## src/rtl/kab_eic_arbiter.sv

```systemverilog
// kab_eic_arbiter: external interrupt controller for the core's EIC handshake.
// It turns rising edges on the Src_Irq lines into pending bits and applies a software mask.
// It then picks one enabled pending source, either by fixed priority or round-robin,
// and holds its ID on EIC_IntId until the core acknowledges it.
//
// Ports:
//   Sys_Clock, Sys_Reset       clock and synchronous active-high reset
//   Src_Irq[NUM_SRC]           synchronous interrupt lines, rising edge = event
//   Reg_WrEn/RdEn/Addr/WrData  register port: 0=MASK 1=PENDING(W1C) 2=STATUS 3=reserved
//   Reg_RdData                 registered read data, updated only when Reg_RdEn=1
//   EIC_IntReq/IntId/IntAck    request/ID/acknowledge handshake with the core
module kab_eic_arbiter #(
  parameter int unsigned NUM_SRC = 8,
  parameter int unsigned ID_W    = 3,
  parameter int unsigned RR_MODE = 1
) (
  input  logic               Sys_Clock,
  input  logic               Sys_Reset,
  input  logic [NUM_SRC-1:0] Src_Irq,
  input  logic               Reg_WrEn,
  input  logic               Reg_RdEn,
  input  logic [1:0]         Reg_Addr,
  input  logic [31:0]        Reg_WrData,
  output logic [31:0]        Reg_RdData,
  output logic               EIC_IntReq,
  output logic [ID_W-1:0]    EIC_IntId,
  input  logic               EIC_IntAck
);

  typedef enum logic [1:0] {StIdle, StReq, StGap} state_e;

  state_e              state_q, state_d;
  logic [NUM_SRC-1:0]  mask_q, mask_d;
  logic [NUM_SRC-1:0]  pending_q, pending_d;
  logic [NUM_SRC-1:0]  src_prev_q;
  logic                int_req_q, int_req_d;
  logic [ID_W-1:0]     int_id_q, int_id_d;
  logic [ID_W-1:0]     rr_last_q, rr_last_d;
  logic [31:0]         rd_data_q, rd_data_d;

  logic [NUM_SRC-1:0]  cand;
  logic [NUM_SRC-1:0]  rise;
  logic [NUM_SRC-1:0]  w1c;
  logic [NUM_SRC-1:0]  ack_clr;
  logic [ID_W-1:0]     sel_id;
  logic                found;
  int unsigned         idx;
  logic [31:0]         rd_val;
  logic                unused_wr_bits;

  // Upper write-data bits are ignored when NUM_SRC < 32.
  assign unused_wr_bits = ^Reg_WrData;

  assign cand = pending_q & mask_q;
  assign rise = Src_Irq & ~src_prev_q;

  // Source selection from this cycle's candidates.
  always_comb begin
    sel_id = '0;
    found  = 1'b0;
    idx    = 0;
    if (RR_MODE == 0) begin
      // Descending scan so the lowest set index is the last to write.
      for (int i = int'(NUM_SRC) - 1; i >= 0; i--) begin
        if (cand[i]) sel_id = ID_W'(i);
      end
    end else begin
      // Search rr_last+1, rr_last+2, ... wrapping; rr_last itself comes last.
      for (int k = 1; k <= int'(NUM_SRC); k++) begin
        idx = (int'(rr_last_q) + k) % NUM_SRC;
        if (!found && cand[idx]) begin
          sel_id = ID_W'(idx);
          found  = 1'b1;
        end
      end
    end
  end

  // Handshake FSM.
  always_comb begin
    state_d   = state_q;
    int_req_d = int_req_q;
    int_id_d  = int_id_q;
    rr_last_d = rr_last_q;
    ack_clr   = '0;
    case (state_q)
      StIdle: begin
        if (|cand) begin
          state_d   = StReq;
          int_req_d = 1'b1;
          int_id_d  = sel_id;
        end
      end
      StReq: begin
        // Request is held even if its source is masked or cleared meanwhile.
        if (EIC_IntAck) begin
          ack_clr   = NUM_SRC'(1) << int_id_q;
          rr_last_d = int_id_q;
          int_req_d = 1'b0;
          state_d   = StGap;
        end
      end
      StGap:   state_d = StIdle;
      default: state_d = StIdle;
    endcase
  end

  // Register port and pending update; a new edge wins over any clear in the same cycle.
  always_comb begin
    w1c    = (Reg_WrEn && Reg_Addr == 2'd1) ? Reg_WrData[NUM_SRC-1:0] : '0;
    mask_d = (Reg_WrEn && Reg_Addr == 2'd0) ? Reg_WrData[NUM_SRC-1:0] : mask_q;
    pending_d = (pending_q & ~ack_clr & ~w1c) | rise;

    rd_val = '0;
    case (Reg_Addr)
      2'd0: rd_val = 32'(mask_q);
      2'd1: rd_val = 32'(pending_q);
      2'd2: begin
        rd_val[ID_W-1:0] = int_id_q;
        rd_val[31]       = int_req_q;
      end
      default: rd_val = '0;
    endcase
    // Reads sample pre-write register values.
    rd_data_d = Reg_RdEn ? rd_val : rd_data_q;
  end

  always_ff @(posedge Sys_Clock) begin
    if (Sys_Reset) begin
      state_q    <= StIdle;
      mask_q     <= '0;
      pending_q  <= '0;
      src_prev_q <= '0;
      int_req_q  <= 1'b0;
      int_id_q   <= '0;
      rr_last_q  <= ID_W'(NUM_SRC - 1);
      rd_data_q  <= '0;
    end else begin
      state_q    <= state_d;
      mask_q     <= mask_d;
      pending_q  <= pending_d;
      src_prev_q <= Src_Irq;
      int_req_q  <= int_req_d;
      int_id_q   <= int_id_d;
      rr_last_q  <= rr_last_d;
      rd_data_q  <= rd_data_d;
    end
  end

  assign EIC_IntReq = int_req_q;
  assign EIC_IntId  = int_id_q;
  assign Reg_RdData = rd_data_q;

endmodule

```

## config.mk

```make
export PLATFORM = sky130hd
export DESIGN_NAME = kab_eic_arbiter
export DESIGN_NICKNAME = d
export VERILOG_FILES = /design/src/rtl/kab_eic_arbiter.sv
export SDC_FILE = /design/constraint.sdc
export NUM_CORES = 1
export LEC_CHECK = 0
export BUFFER_PORTS_ARGS = -buffer_cell sky130_fd_sc_hd__buf_2
export CORE_MARGIN = 1
export CORE_UTILIZATION = 41
export CTS_CLUSTER_SIZE = 16
export DETAILED_ROUTE_END_ITERATION = 16
export PLACE_DENSITY = 0.66
export SLEW_MARGIN = 20
export SYNTH_ARGS = -nofsm -noshare
export SYNTH_HDL_FRONTEND = slang
export SYNTH_SLANG_ARGS = --single-unit
```

## constraint.sdc

```tcl
create_clock -name Sys_Clock -period 6 [get_ports Sys_Clock]
set_clock_uncertainty 0.2 [all_clocks]
set_input_delay 0.3 -clock Sys_Clock [delete_from_list [all_inputs] [get_ports Sys_Clock]]
set_output_delay 0.3 -clock Sys_Clock [all_outputs]
set_load 0.02 [all_outputs]
```

== After elaboration in Yosys (flattened, before gate mapping) ==
Cells that the tools add are included.
Operators by class
  add/sub/neg operators: 8
  $lt $le $gt $ge: 8
  equal/unequal tests: 5
  shift-type cells: 1
  multiplexer cells: 43
  bitwise gates (word level): 8
  reductions and logical operators: 24
Operators with widths (count)
  AND 8 bit: 4
  less-than comparator 3 x 4 -> 1 bit (second input constant): 8
  binary-select mux 1 bit (select 3 bit): 8
  two-way mux 3 bit: 8
  two-way mux 8 bit: 3
  NOT 8 bit: 3
  two-way mux 1 bit: 18
  adder 3 bit (second input constant): 4
  case mux 5 bit (2 select lines): 1
  logical AND 1 bit: 9
  case mux 3 bit (3 select lines): 1
  bitwise OR 8 bit: 1
  OR reduction 8 bit: 1
  << shifter 1 x 3 -> 8 bit (first input constant): 1
  zero test 1 bit: 7
  adder 3 x 1 -> 3 bit (second input constant): 2
  adder 3 x 2 -> 3 bit (second input constant): 2
  AND reduction 2 bit: 3
  equality test 2 x 1 -> 1 bit (second input constant): 2
  zero test 2 bit: 2
  two-way mux 2 bit: 2
  != test 2 bit (second input constant): 2
  case mux 2 bit (2 select lines): 1
  AND reduction 3 bit: 1
  other kinds (3): 3
Word-level totals
  register bits after elaboration: 65
  input bits: 47
  output and inout port bits: 36
  word-level logic and storage cells: 105

== Logic depth before layout (Yosys ltp) ==
Gate-level depths: netlist of the first run.
  depth after elaboration: 25
  depth in mapped cells: 13
  mapped depth without buffers: 8

== Worst setup path after synthesis of the first run ==
Ideal clock, no wire load.
  path type: reg2reg
  start point: register rr_last_q[0]
  end point: register int_id_q[0] (netlist: EIC_IntId[0])
  setup time: 0.112 ns
  arrival time: 3.179 ns
  required time: 5.688 ns
  setup slack: 2.509 ns
  stages on the path, launching flop included: 13
  path buffers: 5
  period minus slack after synthesis: 3.491 ns
  path through: dfxtp_1 > buf_6 > buf_8 > buf_2 > inv_2 > ha_1 > clkbuf_1 > mux4_2 > or4_1 > buf_2 > nor3_4 > nor4_1 > a2111oi_1
Between the ends
  word-level cells in the longest chain between the ends: 25
  elaborated cells on any way between the ends: 53
  classes of those cells: add/sub: 8; mux: 31; reduce/logical: 14
Ends and longest elaborated chain
  start: declaration: line 38  | logic [ID_W-1:0] rr_last_q, rr_last_d;
  start signal: assignment: line 136  | rr_last_q <= ID_W'(NUM_SRC - 1);
  start signal: assignment: line 145  | rr_last_q <= rr_last_d;
  adder 3 x 1 -> 3 bit: line 70  | idx = (int'(rr_last_q) + k) % NUM_SRC;
  binary-select mux 1 bit (select 3 bit): line 71  | if (!found && cand[idx]) begin
  two-way mux 1 bit (implied by the code): line 71
  two-way mux 1 bit: line 71
  zero test 1 bit: line 71
  logical AND 1 bit: line 71
  two-way mux 1 bit: line 71
  zero test 1 bit: line 71
  (+9 left out)
  logical AND 1 bit: line 71
  two-way mux 1 bit: line 71
  zero test 1 bit: line 71
  logical AND 1 bit: line 71
  two-way mux 1 bit: line 71
  zero test 1 bit: line 71
  logical AND 1 bit: line 71
  two-way mux 3 bit (*): line 71
  end signal: assignment: line 144  | int_id_q <= int_id_d;
  end: declaration: line 37  | logic [ID_W-1:0] int_id_q, int_id_d;
Mark *: on every way between the ends. The rest lies on a longest branch, timed or not. The select of a mux whose other input is x is not followed.
A chain may end at the register's enable or synchronous reset.

== Worst setup path after layout of the first run ==
Ends and elaborated chain as after synthesis.

==> run_results.csv, run 1 <==
group,metric,value,unit
run_status,run_status,"finished with violations",
run_status,failed_checks,"DRC",
die,std_cell_rows,29,
worst_setup_path,crit_arrival,4.14,ns
sta,hold_slack,0.0415,ns
logic_synthesis,async_flop_share,0,%
logic_synthesis,synth-seq-cells,42,
cts,clock_tree.root_cell,"clkbuf_8",
placement,port_buffers,35,
cts,clock-sinks,42,
grt,wire_length_of_the_first_global_routing_pass,11300,um
grt,maximum_number_of_pins_on_one_net_before_global_route_repair,33,
grt,vias_in_the_first_global_route,2290,
worst_setup_path,critical_path_class,"reg -> reg",
drt,number_of_nets_with_antenna_violations_after_routing,0,
sta,timing_worst_slew_pin_value,0.934,ns
die,start_util,43.4,%
logic_synthesis,combinational_family_with_the_most_area_after_synthesis,"simple AND/OR/NAND/NOR gates",
placement,gp_routability_congestion,0.855,
drt,post_drt_via_cell_ratio,5.69,
worst_setup_path,worst-path-max-fanout,27,
power,power.total,0.632,mW
die,chipWidth,84.9,um
logic_synthesis,synth_compound_gate_area_share,19.0,%
worst_setup_path,worst-r2r-setup-slack,1.85,ns
cts,number_of_h_tree_levels,2,
layout,design.final.nets,408,
logic_synthesis,synth.avg_cell_area,8.36,um^2
logic_synthesis,dominantRegCellSynth,"dfxtp_1",
cts,cts_buffers,5,
sta,max_clock_freq,241,MHz
layout,layout-drive-gt1-share,18.6,%
sta,final_hold_viol_count,0,
sta,fin_setup_tns,0,ns
drt,drt_wl_total,6690,um
logic_synthesis,synth.distinct_cells,59,
hold_path,min-delay-path-class,"in -> reg",
logic_synthesis,postSynthCellCount,337,
sta,setup_viol,0,
sta,timing.slew.headroom,37.3,%
worst_setup_path,worst-endpoint-required,5.98,ns
worst_setup_path,rr_endpoint,"EIC_IntId[0]$_SDFFE_PP0P_",
cts,path_clk_slew,0.09,ns
sta,setup_ws,1.85,ns
sta,drv_slew,0,
logic_synthesis,synth_fa_ha_area_share,0.888,%
cts,cts_post_setup_buffers_inserted,0,
drt,vias,2485,
logic_synthesis,synth_simple_gate_area_share,23.4,%
die,floorplan.die_area,0.00721,mm^2
layout,flow.area_growth_from_synthesis,6.44,%
power,power_density,211,mW/mm^2
drt,drc,1,
run,max_cap_violations,0,
cts,ctsResizeCount,0,
layout,antenna-diode-count,0,
power,leakage_power_of_the_design,1.31,nW
logic_synthesis,synth-warning-count,0,
drt,post_drt_wl_per_cell,15.3,um
worst_setup_path,reg2reg_from,"rr_last_q[0]$_SDFFE_PP1P_",
cts,hold_buffers,0,
sta,final_min_period_over_clock_period,69.2,%
logic_synthesis,netlist_area,0.00282,mm^2
power,irDropWorstVdd,182,uV
grt,grt_usage,19.8,%
logic_synthesis,multiplexer_share_of_the_synthesized_area,14.6,%
die,ioPinCount,83,
worst_setup_path,worst_setup_path_startpoint,"rr_last_q[0]$_SDFFE_PP1P_",
worst_setup_path,end_kind,"register",
logic_synthesis,synth_xor_xnor_area_share,0.932,%
hold_path,hp-start,"Src_Irq[0]",
drt,drt_iter0_markers,175,
die,coreArea,0.00649,mm^2
sta,setup_repair_after_global_routing_missed_its_margin,"false",
grt,grt_antenna_before_repair,0,
logic_synthesis,count_of_flip_flops_with_a_built_in_enable_after_synthesis,0,
cts,worstSkewPairLatency,0.30,ns
layout,non_filler_cells_in_the_finished_layout,437,
die,floorplan.die.height,84.9,um
placement,placedCellCount,429,
sta,finalCriticalPeriod,4.15,ns
worst_setup_path,critPathLaunchType,"register",
cts,ctsLongestPathBuffers,2,
placement,pre_cts_ws,1.85,ns
logic_synthesis,seq_area_frac_synth,29.8,%
placement,dp.final_hpwl,5130,um
worst_setup_path,worstSetupEndpoint,"EIC_IntId[0]$_SDFFE_PP0P_",
cts,cts_tree,"done",
layout,n_fill_cell,639,
drt,detail_route.first_pass.iterations,10,
grt,global_route.overflow_total,0,
worst_setup_path,r2r_cells,7,
## critical path: stages, from the launching register on
cell and delay, ns:
dfxtp_1 0.92, inv_2 0.20, ha_1 0.69, mux4_2 0.65, or4_1 0.65, nor3_4 0.31, nor4_1 0.10, a2111oi_1 0.32
## where the power goes
group / leakage, nW / switching (mW) / internal (mW)
clock: 0.0441 / 0.104 / 0.0818
sequential: 0.345 / 0.0234 / 0.295
combinational: 0.919 / 0.0766 / 0.0510
total: 1.31 / 0.204 / 0.428
## worst min-delay path by stage
stage	endpoint	slack [ns]	cells past startpoint
after floorplan	src_prev_q[0]$_SDFF_PP0_	0.18	1
after global placement	pending_q[1]$_SDFF_PP0_	0.23	2
after detailed placement	pending_q[2]$_SDFF_PP0_	0.24	2
after CTS	src_prev_q[0]$_SDFF_PP0_	0.04	2
after global routing	src_prev_q[0]$_SDFF_PP0_	0.06	2
final	src_prev_q[0]$_SDFF_PP0_	0.04	2
## cells by family after synthesis
logic type,count (synthesis)
other,1
AND/OR/NAND/NOR,129
AO/OA/AOI/OAI,77
XOR/XNOR,3
adder cells (fa/ha/maj),2
multiplexers,28
flip-flops,42
buffers and inverters,55
## through the flow
stage / area, um^2 / util (%)
after floorplan: 2900 / -
after global placement: 2910 / 44.8
after detailed placement: 2910 / 44.8
after CTS: 3000 / 46.2
after global routing: 3000 / 46.2
final: 3000 / 46.2
## synth_stat cells (6+ instances only)
library cell / count / share of area, %
nand2_1: 28 / 3.7
dfxtp_1: 42 / 30
nor2b_1: 19 / 4.2
mux2i_1: 12 / 4.3
nand4_1: 6 / 1.3
nand3_1: 10 / 1.8
mux4_2: 10 / 8.0
nor2_1: 40 / 5.3
a21o_1: 6 / 1.6
a21oi_1: 21 / 3.7
mux2_2: 6 / 2.4
inv_1: 11 / 1.5
clkbuf_1: 14 / 1.9
buf_4: 23 / 6.1
## final cells by class
type / count / area (um^2) / share of cell area [%]
clock inverters: 3 / 21.3 / 0.709
inverters: 12 / 45.0 / 1.50
well taps: 77 / 96.3 / 3.21
clock buffers: 5 / 68.8 / 2.29
flip-flops and latches: 42 / 841 / 28.0
multi-input cells: 262 / 1750 / 58.2
repair buffers: 36 / 183 / 6.09
## routing by layer
layer | global-route usage (%) | up-vias | share of wire [%]
met5 | 0 | - | 0
met4 | 5.70 | 0 | 1.6
met3 | 3.50 | 10 | 6.4
met2 | 31.6 | 88 | 47
met1 | 27.4 | 1172 | 45
li1 | - | 1215 | -
## state kept, by name, indices dropped and copies added, names as in the netlist
name / flops
EIC_IntId: 3
EIC_IntReq: 1
Reg_RdData: 9
mask_q: 8
pending_q: 8
rr_last_q: 3
src_prev_q: 8
state_q: 2
## placed cells by master, fill, tap and decap left out, types with 3 or more instances in the layout
cell type,n
nand2_1,28
nand3_1,10
mux2i_1,12
nand4_1,6
clkbuf_8,5
nor4_1,3
nor2b_1,19
a22o_1,4
conb_1,23
o21a_1,5
o21ai_0,5
inv_1,11
nor2_1,40
mux4_2,10
mux2_2,6
a221oi_1,4
nor3_1,4
buf_2,35
a211oi_1,5
o21ai_1,4
a21oi_1,21
o31ai_1,3
a21o_1,6
nor3b_1,3
dfxtp_1,42
o211ai_1,3
No activity file was read; power rests on OpenSTA's default activity.
==> inputs of run 2 (changes only) <==
Settings changed: PLACE_DENSITY 0.66 to 0.68.
Clock period 6 ns to 3.4 ns, I/O delays scaled along.
==> run_results.csv, run 2 (synthesis gave the netlist of run 1 again) <==
group,metric,value,unit
run_status,run_status,"finished with violations",
run_status,failed_checks,"DRC",
sta,drv_slew,0,
drt,drt_iter0_markers,233,
grt,grt_antenna_before_repair,0,
power,irDropWorstVdd,281,uV
die,start_util,43.4,%
layout,post-route-cell-area,0.00324,mm^2
placement,port_buffers,35,
placement,placedCellCount,437,
sta,fin_setup_tns,0,ns
cts,clock_tree.root_cell,"clkbuf_8",
worst_setup_path,worst_path_dominant_cell_family,"simple AND/OR/NAND/NOR gates",
worst_setup_path,worst-endpoint-required,3.39,ns
sta,finalCriticalPeriod,3.13,ns
worst_setup_path,end_kind,"register",
layout,layout-drive-gt1-share,20.3,%
layout,n_fill_cell,625,
worst_setup_path,critical_path.n_buffers_inverters,1,
die,coreArea,0.00649,mm^2
drt,drc,2,
cts,ctsLongestPathBuffers,2,
placement,dp.final_hpwl,5230,um
drt,vias,2569,
layout,flow.area_growth_from_synthesis,15.0,%
cts,cts_buffers,5,
cts,cts_tree,"done",
die,chipWidth,84.9,um
placement,gp_routability_congestion,0.989,
die,std_cell_rows,29,
hold_path,min-delay-path-class,"in -> reg",
placement,pre_cts_ws,0.178,ns
sta,final_hold_viol_count,0,
cts,path_clk_slew,0.09,ns
layout,antenna-diode-count,0,
drt,met2_wirelength,3360,um
sta,setup_ws,0.267,ns
grt,wire_length_of_the_first_global_routing_pass,11500,um
die,floorplan.die.height,84.9,um
worst_setup_path,crit_arrival,3.12,ns
cts,clock-sinks,42,
layout,layout.cells.most_common,"dfxtp_1",
cts,worstSkewPairLatency,0.30,ns
sta,setup_viol,0,
drt,route.top_layer_used,"met4",
sta,max_clock_freq,319,MHz
layout,non_filler_cells_in_the_finished_layout,462,
power,power_density,355,mW/mm^2
cts,cts_post_setup_buffers_inserted,0,
worst_setup_path,worstPathCellList,"inv_2, ha_2, mux4_2, or4_4, nor3_4, a211oi_1, a2111oi_1",
sta,final_min_period_over_clock_period,92.2,%
drt,route.met3.wl,357,um
worst_setup_path,critical_path_depth_in_cells,7,
hold_path,min_path_cells,3,
sta,timing.slew.headroom,60.3,%
sta,timing_worst_slew_pin_value,0.580,ns
sta,setup_repair_after_global_routing_missed_its_margin,"false",
grt,global_route.overflow_total,0,
drt,wirelength_met1,3120,um
worst_setup_path,r2r_cells,7,
grt,maximum_number_of_pins_on_one_net_before_global_route_repair,33,
power,leakage_power_of_the_design,1.41,nW
grt,vias_in_the_first_global_route,2434,
drt,number_of_nets_with_antenna_violations_after_routing,0,
drt,detail_route.first_pass.iterations,11,
worst_setup_path,critical-path-max-stage-delay,0.60,ns
drt,drt_wl_total,6970,um
worst_setup_path,worst-path-max-fanout,7,
worst_setup_path,worst_path_max_delay_cell,"mux4_2",
layout,largest_register_ffs,9,
cts,number_of_h_tree_levels,2,
grt,grt_usage,20.3,%
die,ioPinCount,83,
layout,commonest_cells_after_routing_fill_and_taps_aside,"dfxtp_1 (41), nor2_1 (40), buf_2 (35), nand2_1 (28), conb_1 (23)",
worst_setup_path,critical_path_class,"reg -> reg",
drt,post_drt_via_cell_ratio,5.56,
placement,place_area,0.00297,mm^2
drt,post_drt_wl_per_cell,15.1,um
worst_setup_path,critPathLaunchType,"register",
layout,design.final.nets,433,
die,floorplan.die_area,0.00721,mm^2
run,max_cap_violations,0,
run 2: layout make-up:
type,count,area (um^2),area share [%]
Inverter,12,45.0,1.39
Multi-Input combinational cell,262,1750,54.0
Sequential cell,42,842,26.0
Tap cell,77,96.3,2.97
Clock buffer,5,68.8,2.12
Timing Repair Buffer,61,417,12.9
Clock inverter,3,21.3,0.656
run 2: worst min-delay path, stage by stage:
cell	delay (ns)
buf_2	0.16
nand4b_1	0.10
a21oi_1	0.06
run 2: repair_timing:
item                                    4_1_cts  5_1_grt
endpoints found under the setup margin        0        2
gates resized for setup                       0        4
hold buffers                                 17        0
hold endpoints to repair                     17        0
run 2: report_power, final:
part | switching, mW | internal (mW)
Sequential | 0.0325 | 0.522
Combinational | 0.151 | 0.115
Clock | 0.188 | 0.145
Total | 0.371 | 0.781
run 2: metal layers:
metal	GRT usage, %	vias to the layer above
li1	-	1264
met1	26.2	1192
met2	34.0	97
met3	3.60	16
met4	7.40	0
met5	0	-
run 2: final timing paths:
path	start	endpoint	slack [ns]
worst max-delay path	rr_last_q[0]$_SDFFE_PP1P_	EIC_IntId[2]$_SDFFE_PP0P_	0.27
worst min-delay path	Reg_Addr[1]	Reg_RdData[31]$_SDFFE_PP0P_	0.03
worst max register to register	rr_last_q[0]$_SDFFE_PP1P_	EIC_IntId[2]$_SDFFE_PP0P_	0.27
worst min register to register	src_prev_q[2]$_SDFF_PP0_	pending_q[2]$_SDFF_PP0_	0.26
run 2: through the flow:
stage / utilization, % / power, mW / hold WS [ns]
4_1_cts: 49.7 / 1.15 / 0.0348
2_1_floorplan: - / 0.764 / 0.0491
3_5_place_dp: 45.7 / 0.811 / 0.225
3_3_place_gp: 45.7 / 0.806 / 0.214
5_1_grt: 49.9 / 1.21 / 0.0445
6_report: 49.9 / 1.15 / 0.0336
